`src/rtl/fetch_unit_if.sv`:
```
// Memory read port of the instruction fetch unit: request/address out, grant and
// read response in.
interface fetch_unit_if;
    logic        mem_rd_req;
    logic [31:0] mem_addr;
    logic        mem_rd_gnt;
    logic        mem_rd_valid;
    logic [31:0] mem_rd_data;

    modport master (
        output mem_rd_req,
        output mem_addr,
        input  mem_rd_gnt,
        input  mem_rd_valid,
        input  mem_rd_data
    );

    modport slave (
        input  mem_rd_req,
        input  mem_addr,
        output mem_rd_gnt,
        output mem_rd_valid,
        output mem_rd_data
    );
endinterface

```
`src/rtl/fetch_unit.sv`:
```
// Single-outstanding instruction fetch: issues one memory read per request,
// captures the word into the instruction register, and handles flush and timeout.
module fetch_unit #(
    parameter int unsigned TIMEOUT_CYCLES = 255,
    parameter logic [31:0] RESET_IR       = 32'h0000_0013
) (
    input  logic               clk_i,
    input  logic               reset_i,
    input  logic               fetch_req_i,
    input  logic [31:0]        pc_i,
    input  logic               flush_i,
    fetch_unit_if.master       mem,
    output logic [31:0]        ir_o,
    output logic               ir_valid_o,
    output logic               busy_o,
    output logic               misaligned_o,
    output logic               timeout_o
);

    typedef enum logic [1:0] {
        S_IDLE,
        S_REQ,
        S_WAIT,
        S_DRAIN
    } state_e;

    localparam logic [15:0] TIMEOUT_LIMIT = 16'(TIMEOUT_CYCLES);

    state_e      state_q, state_d;
    logic [31:0] addr_q, addr_d;
    logic [15:0] cnt_q, cnt_d;
    logic [15:0] cnt_inc;
    logic        ir_load;
    logic        ir_valid_d, misaligned_d, timeout_d;

    assign cnt_inc = cnt_q + 16'd1;

    assign mem.mem_rd_req = (state_q == S_REQ);
    assign mem.mem_addr   = addr_q;
    assign busy_o         = (state_q != S_IDLE);

    // NOTE: every signal gets its default before the case so no path leaves one
    // unassigned, which would otherwise infer a latch.
    always_comb begin
        state_d      = state_q;
        addr_d       = addr_q;
        cnt_d        = cnt_q;
        ir_load      = 1'b0;
        ir_valid_d   = 1'b0;
        misaligned_d = 1'b0;
        timeout_d    = 1'b0;

        unique case (state_q)
            S_IDLE: begin
                if (fetch_req_i) begin
                    if (pc_i[1:0] != 2'b00) begin
                        misaligned_d = 1'b1;
                    end else begin
                        addr_d  = pc_i;
                        state_d = S_REQ;
                    end
                end
            end

            // A flush cancels the request even if the grant lands in the same cycle.
            S_REQ: begin
                if (flush_i) begin
                    state_d = S_IDLE;
                end else if (mem.mem_rd_gnt) begin
                    cnt_d   = 16'd0;
                    state_d = S_WAIT;
                end
            end

            S_WAIT: begin
                if (mem.mem_rd_valid) begin
                    state_d = S_IDLE;
                    if (!flush_i) begin
                        ir_load    = 1'b1;
                        ir_valid_d = 1'b1;
                    end
                end else if (cnt_inc == TIMEOUT_LIMIT) begin
                    cnt_d     = cnt_inc;
                    timeout_d = 1'b1;
                    state_d   = S_IDLE;
                end else begin
                    cnt_d = cnt_inc;
                    if (flush_i) begin
                        state_d = S_DRAIN;
                    end
                end
            end

            // The flushed read is still in flight; swallow its response.
            S_DRAIN: begin
                if (mem.mem_rd_valid) begin
                    state_d = S_IDLE;
                end else if (cnt_inc == TIMEOUT_LIMIT) begin
                    cnt_d     = cnt_inc;
                    timeout_d = 1'b1;
                    state_d   = S_IDLE;
                end else begin
                    cnt_d = cnt_inc;
                end
            end

            default: state_d = S_IDLE;
        endcase
    end

    // NOTE: state registers use non-blocking assignments so every flop samples
    // the pre-edge value of the others, independent of statement order.
    always_ff @(posedge clk_i) begin
        if (reset_i) begin
            state_q      <= S_IDLE;
            addr_q       <= 32'd0;
            cnt_q        <= 16'd0;
            ir_o         <= RESET_IR;
            ir_valid_o   <= 1'b0;
            misaligned_o <= 1'b0;
            timeout_o    <= 1'b0;
        end else begin
            state_q      <= state_d;
            addr_q       <= addr_d;
            cnt_q        <= cnt_d;
            ir_valid_o   <= ir_valid_d;
            misaligned_o <= misaligned_d;
            timeout_o    <= timeout_d;
            if (ir_load) begin
                ir_o <= mem.mem_rd_data;
            end
        end
    end

endmodule

```
`src/flat_wrapper.sv`:
```
// flat-port wrapper written by rule: the top's interface ports become plain ports
module fetch_unit_flat 
#(
    parameter int unsigned TIMEOUT_CYCLES = 255,
    parameter logic [31:0] RESET_IR       = 32'h0000_0013
)
  (clk_i, reset_i, fetch_req_i, pc_i, flush_i, ir_o, ir_valid_o, busy_o, misaligned_o, timeout_o, mem_mem_rd_req, mem_mem_addr, mem_mem_rd_gnt, mem_mem_rd_valid, mem_mem_rd_data);
  fetch_unit_if mem_i ();
  input  logic clk_i;
  input  logic reset_i;
  input  logic fetch_req_i;
  input  logic [31:0] pc_i;
  input  logic flush_i;
  output logic [31:0] ir_o;
  output logic ir_valid_o;
  output logic busy_o;
  output logic misaligned_o;
  output logic timeout_o;
  output wire logic [$bits(mem_i.mem_rd_req)-1:0] mem_mem_rd_req;
  output wire logic [$bits(mem_i.mem_addr)-1:0] mem_mem_addr;
  input wire logic [$bits(mem_i.mem_rd_gnt)-1:0] mem_mem_rd_gnt;
  input wire logic [$bits(mem_i.mem_rd_valid)-1:0] mem_mem_rd_valid;
  input wire logic [$bits(mem_i.mem_rd_data)-1:0] mem_mem_rd_data;
  assign mem_mem_rd_req = mem_i.mem_rd_req;
  assign mem_mem_addr = mem_i.mem_addr;
  assign mem_i.mem_rd_gnt = mem_mem_rd_gnt;
  assign mem_i.mem_rd_valid = mem_mem_rd_valid;
  assign mem_i.mem_rd_data = mem_mem_rd_data;
  fetch_unit #(.TIMEOUT_CYCLES(TIMEOUT_CYCLES), .RESET_IR(RESET_IR)) u_core (.clk_i(clk_i), .reset_i(reset_i), .fetch_req_i(fetch_req_i), .pc_i(pc_i), .flush_i(flush_i), .mem(mem_i), .ir_o(ir_o), .ir_valid_o(ir_valid_o), .busy_o(busy_o), .misaligned_o(misaligned_o), .timeout_o(timeout_o));
endmodule
```
`config.mk`:
```
export PLATFORM = sky130hd
export DESIGN_NAME = fetch_unit_flat
export DESIGN_NICKNAME = d
export VERILOG_FILES = /design/src/rtl/fetch_unit_if.sv /design/src/rtl/fetch_unit.sv /design/src/flat_wrapper.sv
export SDC_FILE = /design/constraint.sdc
export NUM_CORES = 1
export LEC_CHECK = 0
export ABC_AREA = 1
export CAP_MARGIN = 5
export CORE_MARGIN = 2
export CORE_UTILIZATION = 39
export DETAILED_ROUTE_END_ITERATION = 12
export PLACE_DENSITY = 0.85
export SYNTH_ARGS = -nofsm -noshare
export SYNTH_HDL_FRONTEND = slang
export SYNTH_SLANG_ARGS = --single-unit
```
`constraint.sdc`:
```
create_clock -name clk_i -period 1.8 [get_ports clk_i]
set_input_delay 0.54 -clock clk_i [delete_from_list [all_inputs] [get_ports clk_i]]
set_output_delay 0.54 -clock clk_i [all_outputs]
set_load 0.005 [all_outputs]
```
==> results.json <==
{
  "status": "finished, violations left",
  "violations": "setup timing",
  "grt_setup_unrepaired": "true",
  "antenna_cells": 0,
  "dieHeight_um": 98.3,
  "path_max_fanout": 5,
  "hold_class": "reg -> reg",
  "worstRegToRegCells": 15,
  "synth-seq-cells": 85,
  "swShare_pct": 28.2,
  "grt_pass1_vias": 3490,
  "cts_tree": "yes",
  "initial_utilization_pct": 40.0,
  "ir_drop_uv": 477,
  "internal-power_mw": 3.41,
  "hold_viol_final": 0,
  "wl_met1_mm": 4.04,
  "postCtsHoldBufs": 0,
  "finalNonFillerCells": 756,
  "rrSetupSlack_ns": -0.15,
  "p_clk_share_pct": 28.3,
  "synth_cells": 484,
  "synth_compound_gate_area_share_pct": 16.5,
  "dr_total_vias": 3637,
  "ys_seq_area_share_pct": 49.1,
  "ys_types": 22,
  "crit_type": "reg -> reg",
  "cts_made_buffers": 9,
  "worst_slack_ns": -0.149,
  "drive_gt1_share_pct": 15.0,
  "dp_cells": 730,
  "arrival_ns": 2.22,
  "slew_viol_final": 0,
  "leakagePower_nw": 2.24,
  "synth-simple-area-share_pct": 24.0,
  "ant_nets": 0,
  "cp-start-kind": "flop",
  "dp_slack_ns": -0.200,
  "grt_max_degree": 63,
  "crit_start": "u_core.cnt_q[0]$_SDFFE_PP0P_",
  "dieArea_um2": 9660,
  "syn_area_per_cell_um2": 7.16,
  "highest-signal-layer": "met4",
  "synthToLayoutAreaGrowth_pct": 59.5,
  "grt_pass1_wl_mm": 16.0,
  "r2r_start": "u_core.cnt_q[0]$_SDFFE_PP0P_",
  "first_pass_iters": 4,
  "p_switching_mw": 1.34,
  "htreeDepth": 3,
  "io_buffers": 138,
  "clk_pin_slew_worst_paths_ns": 0.09,
  "yosys-mux-area-fraction_pct": 0,
  "min_period_ns": 1.95,
  "fin_crit_sh_pct": 108,
  "dr_wl_met2_mm": 5.08,
  "power_frac_comb_pct": 26.3,
  "drt_iter0_drc": 128,
  "synth_area_um2": 3470,
  "end_kind": "flop",
  "worstMarginPinSlew_ns": 0.317,
  "nNetsFinal": 715,
  "totalWireLength_mm": 10.1,
  "ios": 139,
  "utilization_pct": 63.7,
  "drc": 0,
  "fmax_mhz": 513,
  "finalClockSkew_ns": 0.0117,
  "worstSetupEndpoint": "u_core.state_q[1]$_SDFFE_PP0P_",
  "yosys_warnings": 0,
  "hold_path_depth": 2,
  "overflow": 0,
  "avgRoutedWirePerCell_um": 13.4,
  "total_power_mw": 4.75,
  "maxCapViolations": 0,
  "powerDensity_nw_per_um2": 858,
  "rows": 34,
  "cts_num_sinks": 85,
  "synth_xor_area_share_pct": 0.758,
  "synthAdderAreaFrac_pct": 0.722,
  "gp_congestion": 0.863,
  "antenna_found_initial": 0,
  "dp_hpwl_mm": 6.93,
  "setup_violations": 2,
  "synth_top_family_by_area": "simple AND/OR/NAND/NOR gates",
  "die_x_um": 98.3,
  "most-common-layout-cells": "clkdlybuf4s50_1, nor2_1, dfxtp_1",
  "r2r_end": "u_core.state_q[1]$_SDFFE_PP0P_",
  "slew-limit-headroom_pct": 78.7,
  "met3_length_um": 708,
  "seqPwrFrac_pct": 45.4,
  "synth_top_area_share_pct": 49.1,
  "critPathRequiredTime_ns": 2.07,
  "grt_usage_pct": 19.9,
  "synth_top_area_cell": "dfxtp_1",
  "syn_nets": 556,
  "yosys-top-cells-area": "dfxtp_1, o21ai_0, nor2_1, nand2_1, a21oi_1",
  "mostFrequentLayoutCell": "clkdlybuf4s50_1",
  "vias_per_cell": 4.81,
  "core_um2": 8680,
  "worstSkewPairLatency_ns": 0.34,
  "cts_max_path_buffers": 2,
  "cts_root_buffer": "clkbuf_8"
}
-- cells in the mapped netlist, drive strengths merged --
master / count
inv: 59
nor2: 87
buf: 1
nand3: 25
o22ai: 1
dfxtp: 85
xnor2: 1
nand2: 77
xor2: 2
ha: 2
clkbuf: 22
a21oi: 51
or2: 1
nand4: 4
nor4: 1
nand3b: 1
o21ai: 62
nor3: 2
-- timing repair --
action                                  in CTS  in global routing
gates resized for setup                     22                 32
buffers inserted                             3                  7
endpoints found under the setup margin       5                 11
pin swaps                                    4                 12
-- worst max-delay path, cell delays in order, from the launching register on --
cell	delay, ns
dfxtp_2	0.36
ha_4	0.17
nand3_4	0.08
nor2_4	0.22
buf_6	0.14
nand3_2	0.07
nand2_2	0.09
nand2_1	0.07
nand2_2	0.08
nor2_2	0.04
nand3_2	0.11
nand2_2	0.07
nand2_2	0.08
inv_2	0.05
buf_4	0.13
a21oi_2	0.10
-- per-stage QoR --
| stage | hold WS, ns | area [um2] | TNS (ns) |
|---|---|---|---|
| after detailed placement | 0.435 | 5130 | -9.35 |
| after global placement | 0.430 | 5130 | -7.29 |
| final | 0.445 | 5530 | -0.296 |
| after floorplan | 0.440 | 3470 | 0 |
| after global routing | 0.467 | 5530 | -0.529 |
| after CTS | 0.447 | 5400 | -0.149 |
-- power by group through the flow --
stage               sequential [mW]  combinational (mW)  clock, mW
finish                         2.16                1.25       1.34
global route                   2.18                1.36       1.48
CTS                            2.16                1.19       1.38
detailed placement             2.18                1.19          0
global placement               2.18                1.16          0
floorplan                      2.19               0.437          0
-- worst min path at each step --
stage	from	end	slack (ns)
2_1_floorplan	u_core.mem.mem_addr[10]$_SDFFE_PP0P_	u_core.mem.mem_addr[10]$_SDFFE_PP0P_	0.44
3_3_place_gp	u_core.mem.mem_addr[3]$_SDFFE_PP0P_	u_core.mem.mem_addr[3]$_SDFFE_PP0P_	0.43
3_5_place_dp	u_core.mem.mem_addr[3]$_SDFFE_PP0P_	u_core.mem.mem_addr[3]$_SDFFE_PP0P_	0.43
4_1_cts	u_core.mem.mem_addr[3]$_SDFFE_PP0P_	u_core.mem.mem_addr[3]$_SDFFE_PP0P_	0.45
5_1_grt	u_core.mem.mem_addr[30]$_SDFFE_PP0P_	u_core.mem.mem_addr[30]$_SDFFE_PP0P_	0.47
6_report	u_core.mem.mem_addr[3]$_SDFFE_PP0P_	u_core.mem.mem_addr[3]$_SDFFE_PP0P_	0.44
-- final cells by class --
type	instances	area (um2)
fill	750	3150
inverter	59	221
tap	108	135
sequential	85	1720
clock buffer	13	149
multi-input combinational	317	1560
timing repair buffer	171	1700
clock inverter	3	45.0
-- logic make-up (layout without fill, tap and decap cells) --
logic type / count (synthesis) / after routing
buffers and inverters: 82 / 246
adder cells (fa/ha/maj): 2 / 2
flip-flops: 85 / 85
XOR/XNOR: 3 / 3
AND/OR/NAND/NOR: 198 / 198
AO/OA/AOI/OAI: 114 / 114
-- flip-flops by register name (all words and copies together) (netlist names) --
name                 count
u_core.cnt_q            16
u_core.misaligned_o      1
u_core.timeout_o         1
u_core.state_q           2
u_core.ir_valid_o        1
u_core.mem.mem_addr     32
u_core.ir_o             32
-- layer usage --
layer | up-vias | GRT usage, %
met4 | 0 | 8.54
met2 | 125 | 32.8
met5 | - | 0
met3 | 27 | 6.30
li1 | 1854 | -
met1 | 1631 | 24.1
Note: power is estimated with default switching activity, not from simulation.
